## config.mk

```make
export PLATFORM = sky130hd
export DESIGN_NAME = memory_array_ctrl_flat
export DESIGN_NICKNAME = d
export VERILOG_FILES = /design/src/rtl/memory_array_pkg.sv /design/src/rtl/memory_array_if.sv /design/src/rtl/memory_array_core.sv /design/src/rtl/memory_array_ctrl.sv /design/src/flat_wrapper.sv
export SDC_FILE = /design/constraint.sdc
export NUM_CORES = 1
export LEC_CHECK = 0
export BUFFER_PORTS_ARGS = -buffer_cell sky130_fd_sc_hd__buf_2
export CAP_MARGIN = 20
export CORE_ASPECT_RATIO = 1.75
export CORE_MARGIN = 1
export CORE_UTILIZATION = 64
export CTS_BUF_LIST = sky130_fd_sc_hd__clkbuf_16
export DETAILED_ROUTE_END_ITERATION = 8
export GPL_ROUTABILITY_DRIVEN = 0
export PLACE_DENSITY_LB_ADDON = 0.08
export SYNTH_ARGS = -nofsm -noshare
export SYNTH_HDL_FRONTEND = slang
export SYNTH_SLANG_ARGS = --single-unit
```

## constraint.sdc

```tcl
create_clock -name clk -period 3.8 [get_ports clk]
set_input_delay 0.19 -clock clk [delete_from_list [all_inputs] [get_ports clk]]
set_output_delay 0.19 -clock clk [all_outputs]
set_load 0.01 [all_outputs]
```

## src/rtl/memory_array_pkg.sv

```systemverilog
// ============================================================================
// memory_array_pkg : shared state encoding and default parameters | rev 1.0
// ============================================================================
`default_nettype none

package memory_array_pkg;

  typedef enum logic [1:0] {
    ACTIVE = 2'd0,
    SLEEP  = 2'd1,
    WAKE   = 2'd2
  } state_t;

  localparam int DEF_DATA_W            = 8;
  localparam int DEF_ADDR_W            = 3;
  localparam int DEF_SLEEP_IDLE_CYCLES = 10;
  localparam int DEF_WAKE_CYCLES       = 2;

  // A counter that must reach max_val; a zero maximum still gets one bit.
  function automatic int cnt_width(input int max_val);
    return (max_val < 1) ? 1 : $clog2(max_val + 1);
  endfunction

endpackage

`default_nettype wire

```

## src/rtl/memory_array_if.sv

```systemverilog
// ============================================================================
// memory_array_if : request/response bus of the memory array controller | rev 1.0
// ============================================================================
`default_nettype none

interface memory_array_if
  import memory_array_pkg::*;
#(
  parameter int DATA_W = DEF_DATA_W,
  parameter int ADDR_W = DEF_ADDR_W
);

  logic              req_valid;
  logic              req_ready;
  logic              req_we;
  logic [ADDR_W-1:0] req_addr;
  logic [DATA_W-1:0] req_wdata;
  logic              rsp_valid;
  logic [DATA_W-1:0] rsp_rdata;
  logic              sleep;
  logic              busy;

  modport master (
    output req_valid, req_we, req_addr, req_wdata,
    input  req_ready, rsp_valid, rsp_rdata, sleep, busy
  );

  modport slave (
    input  req_valid, req_we, req_addr, req_wdata,
    output req_ready, rsp_valid, rsp_rdata, sleep, busy
  );

endinterface

`default_nettype wire

```

## src/rtl/memory_array_core.sv

```systemverilog
// ============================================================================
// memory_array_core : single-port storage, sync write, registered read | rev 1.0
// ============================================================================
`default_nettype none

module memory_array_core
  import memory_array_pkg::*;
#(
  parameter int DATA_W = DEF_DATA_W,
  parameter int ADDR_W = DEF_ADDR_W
) (
  input  logic              clk,
  input  logic              rst,
  input  logic              we,
  input  logic              re,
  input  logic [ADDR_W-1:0] addr,
  input  logic [DATA_W-1:0] wdata,
  output logic [DATA_W-1:0] rdata
);

  localparam int DEPTH = 2 ** ADDR_W;

  logic [DATA_W-1:0] mem [DEPTH];

  // Reset clears every word, so the array is built from flops rather than a RAM macro.
  always_ff @(posedge clk) begin
    if (rst) begin
      for (int i = 0; i < DEPTH; i++) begin
        mem[i] <= '0;
      end
      rdata <= '0;
    end else begin
      if (we) begin
        mem[addr] <= wdata;
      end
      if (re) begin
        rdata <= mem[addr];
      end
    end
  end

endmodule

`default_nettype wire

```

## src/rtl/memory_array_ctrl.sv

```systemverilog
// ============================================================================
// memory_array_ctrl : memory array with handshake, idle sleep and counted wake | rev 1.0
// ============================================================================
`default_nettype none

module memory_array_ctrl
  import memory_array_pkg::*;
#(
  parameter int DATA_W            = DEF_DATA_W,
  parameter int ADDR_W            = DEF_ADDR_W,
  parameter int SLEEP_IDLE_CYCLES = DEF_SLEEP_IDLE_CYCLES,
  parameter int WAKE_CYCLES       = DEF_WAKE_CYCLES
) (
  input  logic           clk,
  input  logic           rst,
  memory_array_if.slave  bus
);

  localparam int IDLE_W = cnt_width(SLEEP_IDLE_CYCLES);
  localparam int WAKE_W = cnt_width(WAKE_CYCLES);

  localparam logic [IDLE_W-1:0] IDLE_MAX  = IDLE_W'(SLEEP_IDLE_CYCLES);
  localparam logic [WAKE_W-1:0] WAKE_LAST = WAKE_W'(WAKE_CYCLES - 1);

  state_t            state;
  state_t            state_nxt;
  logic [IDLE_W-1:0] idle_cnt;
  logic [IDLE_W-1:0] idle_nxt;
  logic [WAKE_W-1:0] wake_cnt;
  logic [WAKE_W-1:0] wake_nxt;
  logic              accept;
  logic              idle_hit;
  logic              rsp_valid_q;
  logic [DATA_W-1:0] rdata;

  // Requests are only ever taken while ACTIVE; ready is a pure state decode.
  assign accept = bus.req_valid && (state == ACTIVE);

  generate
    if (SLEEP_IDLE_CYCLES > 0) begin : g_sleep_en
      localparam logic [IDLE_W-1:0] IDLE_LAST = IDLE_W'(SLEEP_IDLE_CYCLES - 1);
      assign idle_hit = (idle_cnt == IDLE_LAST);
    end else begin : g_sleep_dis
      assign idle_hit = 1'b0;
    end
  endgenerate

  always_ff @(posedge clk) begin
    if (rst) begin
      state       <= ACTIVE;
      idle_cnt    <= '0;
      wake_cnt    <= '0;
      rsp_valid_q <= 1'b0;
    end else begin
      state       <= state_nxt;
      idle_cnt    <= idle_nxt;
      wake_cnt    <= wake_nxt;
      rsp_valid_q <= accept && !bus.req_we;
    end
  end

  always_comb begin
    state_nxt = state;
    idle_nxt  = idle_cnt;
    wake_nxt  = wake_cnt;
    case (state)
      ACTIVE: begin
        if (accept) begin
          idle_nxt = '0;
        end else begin
          if (idle_cnt != IDLE_MAX) begin
            idle_nxt = idle_cnt + 1'b1;
          end
          // idle_hit means this is the last permitted idle cycle.
          if (idle_hit) begin
            state_nxt = SLEEP;
          end
        end
      end
      SLEEP: begin
        if (bus.req_valid) begin
          state_nxt = WAKE;
          wake_nxt  = '0;
        end
      end
      WAKE: begin
        if (wake_cnt == WAKE_LAST) begin
          state_nxt = ACTIVE;
          idle_nxt  = '0;
          wake_nxt  = '0;
        end else begin
          wake_nxt = wake_cnt + 1'b1;
        end
      end
      default: begin
        state_nxt = ACTIVE;
        idle_nxt  = '0;
        wake_nxt  = '0;
      end
    endcase
  end

  memory_array_core #(
    .DATA_W (DATA_W),
    .ADDR_W (ADDR_W)
  ) u_core (
    .clk   (clk),
    .rst   (rst),
    .we    (accept && bus.req_we),
    .re    (accept && !bus.req_we),
    .addr  (bus.req_addr),
    .wdata (bus.req_wdata),
    .rdata (rdata)
  );

  assign bus.req_ready = (state == ACTIVE);
  assign bus.sleep     = (state == SLEEP);
  assign bus.busy      = (state == WAKE) || rsp_valid_q;
  assign bus.rsp_valid = rsp_valid_q;
  assign bus.rsp_rdata = rdata;

endmodule

`default_nettype wire

```

## src/flat_wrapper.sv

```systemverilog
// flat-port wrapper written by rule: the top's interface ports become plain ports
module memory_array_ctrl_flat import memory_array_pkg::*;
#(
  parameter int DATA_W            = DEF_DATA_W,
  parameter int ADDR_W            = DEF_ADDR_W,
  parameter int SLEEP_IDLE_CYCLES = DEF_SLEEP_IDLE_CYCLES,
  parameter int WAKE_CYCLES       = DEF_WAKE_CYCLES
)
  (clk, rst, bus_req_valid, bus_req_we, bus_req_addr, bus_req_wdata, bus_req_ready, bus_rsp_valid, bus_rsp_rdata, bus_sleep, bus_busy);
  memory_array_if #(.DATA_W(DATA_W), .ADDR_W(ADDR_W)) bus_i ();
  input  logic clk;
  input  logic rst;
  input wire logic [$bits(bus_i.req_valid)-1:0] bus_req_valid;
  input wire logic [$bits(bus_i.req_we)-1:0] bus_req_we;
  input wire logic [$bits(bus_i.req_addr)-1:0] bus_req_addr;
  input wire logic [$bits(bus_i.req_wdata)-1:0] bus_req_wdata;
  output wire logic [$bits(bus_i.req_ready)-1:0] bus_req_ready;
  output wire logic [$bits(bus_i.rsp_valid)-1:0] bus_rsp_valid;
  output wire logic [$bits(bus_i.rsp_rdata)-1:0] bus_rsp_rdata;
  output wire logic [$bits(bus_i.sleep)-1:0] bus_sleep;
  output wire logic [$bits(bus_i.busy)-1:0] bus_busy;
  assign bus_i.req_valid = bus_req_valid;
  assign bus_i.req_we = bus_req_we;
  assign bus_i.req_addr = bus_req_addr;
  assign bus_i.req_wdata = bus_req_wdata;
  assign bus_req_ready = bus_i.req_ready;
  assign bus_rsp_valid = bus_i.rsp_valid;
  assign bus_rsp_rdata = bus_i.rsp_rdata;
  assign bus_sleep = bus_i.sleep;
  assign bus_busy = bus_i.busy;
  memory_array_ctrl #(.DATA_W(DATA_W), .ADDR_W(ADDR_W), .SLEEP_IDLE_CYCLES(SLEEP_IDLE_CYCLES), .WAKE_CYCLES(WAKE_CYCLES)) u_core (.clk(clk), .rst(rst), .bus(bus_i));
endmodule
```

# After elaboration in Yosys (flattened, before gate mapping)

Memory sizes are Yosys's and may differ from the RTL's. A register that Yosys moved wholly into a read port is not among the register bits.
Index checks and enable logic that the tools add are counted.
Widths: inputs -> output; s select.

Flip-flop bits (word level): 9
Latch bits: 0
Bits in writable memories: 64
Memory bits (read-only): 0
Output and inout port bits: 12
Memories kept: 1

Memory list:

| memory            | words | bits a word | read ports | clocked after Yosys merged registers in | wr ports | RTL line                | source |
|---|---|---|---|---|---|---|---|
| u_core.u_core.mem | 8     | 8           | 1          | 1                                       | 8        | memory_array_core.sv:23 | `logic [DATA_W-1:0] mem [DEPTH];` |

$add $sub $neg: 2
Multipliers: 0
Div/mod/pow operators: 0
$lt $le $gt $ge: 0
Equality and inequality tests: 10
Shift operators: 0
Muxes and demuxes: 20
Bitwise gates (word level): 2
Reduce and logical (&&, ||, !) cells: 10

Operator list:

| cell                | number |
|---|---|
| $mux 2              | 6 |
| $mux 4              | 3 |
| $pmux 2 s3          | 2 |
| $pmux 4 s3          | 1 |
| $mux 8              | 1 |
| $reduce_or 8->1     | 1 |
| $mux 1              | 6 |
| $add 4x1->4 const B | 1 |
| $eq 2x1->1 const B  | 2 |
| $eq 4x4->1 const B  | 1 |
| $ne 2x1->1 const B  | 2 |
| $ne 2x2->1 const B  | 2 |
| $ne 4x4->1 const B  | 1 |
| $reduce_and 4->1    | 1 |
| $logic_and 1x1->1   | 3 |
| $mux 3              | 1 |
| $ne 3x1->1 const B  | 1 |
| $reduce_and 3->1    | 1 |
| $add 2x1->2 const B | 1 |
| $eq 2x2->1 const B  | 1 |
| $logic_not 2->1     | 1 |
| $not 1->1           | 2 |
| $reduce_and 2->1    | 1 |
| $logic_not 1->1     | 1 |
| $logic_or 1x1->1    | 1 |

# Depth between registers and ports, before layout

Depth after elaboration: 8
Depth in mapped cells: 6
Mapped depth without buffers: 6

# By module

From an unflattened synthesis, not the netlist that was laid out.

Cells, all modules: 305
Area, all modules: 3839.9 µm²

Modules (own cells, without submodules):

| module            | instances | cells each | area an instance (µm²) | seq. area each (µm²) |
|---|---|---|---|---|
| memory_array_core | 1         | 243        | 3348.2                 | 2082.0 |
| memory_array_ctrl | 1         | 62         | 491.7                  | 180.2 |

# Worst setup path after synthesis

Ideal clock, no wire load.

Path type: register to register
Start point: register u_core.state[0]
End point: memory u_core.u_core.mem[5][0] in the netlist's numbering (enable)
Data arrival time: 1.338 ns
Setup slack: 2.152 ns
Cell stages (with the launch flop): 6
Cell sequence: dfxtp_1 > buf_2 > nor2_2 > nand4_1 > nor2_1 > or2_2

RTL lines:

| element                | RTL line                | source |
|---|---|---|
| start, declared        | memory_array_ctrl.sv:25 | `state_t state;` |
| start signal, assigned | memory_array_ctrl.sv:55 | `state <= state_nxt;` |
| end, declared          | memory_array_core.sv:23 |  |

==> results.sh <==
export IMPL_slew_limit_headroom=0.327
export IMPL_rrSetupSlack_ns=1.83
export IMPL_die_width_um=59.7
export IMPL_overflow=0
export IMPL_slowest_stage="nor2_1"
export IMPL_hp_start="bus_req_valid"
export IMPL_timing_final_crit_share=0.518
export IMPL_layout_nets=344
export IMPL_rsz0062_at_grt="no"
export IMPL_io_buffers=26
export IMPL_synthDistinctLibCells=40
export IMPL_synth_nets=321
export IMPL_avgSynthCellArea_um2=12.3
export IMPL_drtIter0Drc=153
export IMPL_cts_path_max_buffers=2
export IMPL_h_tree_depth=3
export IMPL_status="completed"
export IMPL_power_w=0.00188
export IMPL_design_die_area_um2=6140
export IMPL_dpl_cell_area_um2=3860
export IMPL_antenna_found_initial=0
export IMPL_syn_inst=303
export IMPL_setup_tns_ns=0
export IMPL_regToRegStartpoint="u_core.state[1]"
export IMPL_syn2layout_area_growth_pct=10.9
export IMPL_ant_nets=0
export IMPL_cts_made_buffers=9
export IMPL_power_density_nw_per_um2=456
export IMPL_cp_top_family="simple AND/OR/NAND/NOR gates"
export IMPL_ys_warn_count=0
export IMPL_drv_cap=0
export IMPL_netlist_area_um2=3720
export IMPL_path_cells="nor2_2 > nand4b_1 > nor2_1 > or2_2"
export IMPL_hp_class="primary input to flop"
export IMPL_totalWireLength_um=7450
export IMPL_path_buf_inv=0
export IMPL_peakVddDrop_uv=389
export IMPL_grt_pass1_vias=2124
export IMPL_ioPinCount=27
export IMPL_setup_worst_path_start="u_core.state[1]"
export IMPL_cts_resized=0
export IMPL_clk_pin_slew_ns=0.06
export IMPL_vias=2315
export IMPL_coreArea_um2=5590
export IMPL_post_drt_via_cell_ratio=5.69
export IMPL_rows=36
export IMPL_async_reset_ff_frac=0
export IMPL_cpPeakStageDelay_ns=0.43
export IMPL_ys_flop_type="edfxtp_1"
export IMPL_ys_ff_latch=81
export IMPL_cp_max_fo=11
export IMPL_period_minus_slack_ns=1.97
export IMPL_ctsHoldBuffers=0
export IMPL_final_hold_viol_count=0
export IMPL_fin_area_um2=4130
export IMPL_synth_enable_flop_cells=64
export IMPL_worst_setup_path_type="flop to flop"
export IMPL_yosysTopAreaCell="edfxtp_1"
export IMPL_cp_end_kind="flop"
export IMPL_start_util=0.667
export IMPL_grt_pass1_wl_um=10800
export IMPL_cts_tree="yes"
export IMPL_track_usage=0.269
export IMPL_required_ns=3.84
export IMPL_postCtsSetupBuffers=0
export IMPL_route_detailed_drc=0
export IMPL_setup_viol=0
export IMPL_synth_most_common_cell="and2_1"
export IMPL_grt_start_max_net_pins=35
export IMPL_cts_root_buf="clkbuf_16"
export IMPL_synth_common_cells="65 x and2_1, 64 x edfxtp_1, 32 x nor2_1, 17 x dfxtp_1, 16 x mux2i_1"
export IMPL_drive_gt1_frac=0.169
export IMPL_yosysSeqAreaShare=0.608
export IMPL_max_freq_mhz=508
export IMPL_cts_sinks=81
export IMPL_diodes=0
export IMPL_synthTopCellsByArea="edfxtp_1 52%, and2_1 11%, dfxtp_1 9.1%, mux2i_1 4.3%, nor2_1 3.2%"
export IMPL_fp_dieH_um=103
export IMPL_synth_top_area_frac=0.516
export IMPL_dp_hpwl_um=5400
export IMPL_p_leak_nw=1.61
export IMPL_startpoint_type="flop"
export IMPL_clk_latency_ns=0.34
export IMPL_skew_ns=0.00452
export IMPL_slew_viol_final=0
export IMPL_post_drt_wl_per_cell_um=18.3
export IMPL_dr_pass1_iters=5
export IMPL_cp_data_arrival_time_ns=2.01
export IMPL_tightest_slew_ns=1.01
cell families (layout without fill, tap and decap cells):
family                   after synthesis  in the layout  share of synthesized area
multiplexers                          16             16                     0.0430
flip-flops                            81             81                      0.608
adder cells (fa/ha/maj)                3              3                     0.0101
AND/OR/NAND/NOR                      133            133                      0.208
AO/OA/AOI/OAI                         53             53                      0.106
buffers and inverters                 17             45                     0.0259
where the power goes:
group | switching (W) | leakage [nW] | internal (W)
clock network | 0.000319 | 0.131 | 0.000434
registers | 0.0000143 | 0.807 | 0.000988
logic | 0.0000841 | 0.675 | 0.0000447
total | 0.000418 | 1.61 | 0.00147
sequential cells by signal, indices dropped and copies added, names as in the netlist:
register / flops
u_core.wake_cnt: 2
u_core.bus.rsp_valid: 1
u_core.state: 2
u_core.u_core.mem: 64
u_core.u_core.rdata: 8
u_core.idle_cnt: 4
placed cells by master, fill, tap and decap left out, types with 2 or more instances in the layout:
cell and instances:
nor3_2 2, and2_1 65, buf_2 26, edfxtp_1 64, or2_2 9, clkbuf_16 9
nand2b_1 2, dfxtp_1 17, ha_1 3, nand3b_1 2, inv_1 5, clkinvlp_4 2
a221oi_1 6, nand2_1 6, a21o_1 2, mux2i_1 16, nor3_1 2, o31a_1 8
a221oi_2 3, nor2_1 32, nor2b_1 3, a22oi_1 8, o22ai_1 9, a21oi_1 13
final cells by class:
cell class,instances,area [µm²]
multi-input combinational,205,1370
timing repair buffer,26,130
sequential,81,2260
clock inverter,7,40.0
inverter,3,11.3
clock buffer,9,225
tap,76,95.1
fill,412,1460
metal layers:
metal  GRT usage  share of wire  vias up
met5           0              0        -
met4       0.175          0.039        0
met3      0.0502          0.032       18
met2       0.450           0.53       62
met1       0.306           0.40     1081
li1            -              -     1154
final timing paths:
check | end | cells past startpoint
min | u_core.state[0] | 2
max | u_core.u_core.mem[2][3] | 4
max reg2reg | u_core.u_core.mem[2][3] | 4
min reg2reg | u_core.wake_cnt[1] | 1
through the flow:
stage | setup slack, ns | std cells | utilization | hold slack, ns
2_1_floorplan | 2.15 | 303 | - | 0.376
3_3_place_gp | 1.64 | 391 | 0.692 | 0.462
3_5_place_dp | 1.60 | 391 | 0.692 | 0.463
4_1_cts | 1.82 | 407 | 0.739 | 0.150
5_1_grt | 1.63 | 407 | 0.739 | 0.176
6_report | 1.83 | 407 | 0.739 | 0.156
worst reg2reg max path: stages, from the launching register on:
cell      delay (ns)
dfxtp_1         0.42
nor2_2          0.22
nand4b_1        0.30
nor2_1          0.43
or2_2           0.29
(Power assumes the default switching activity.)
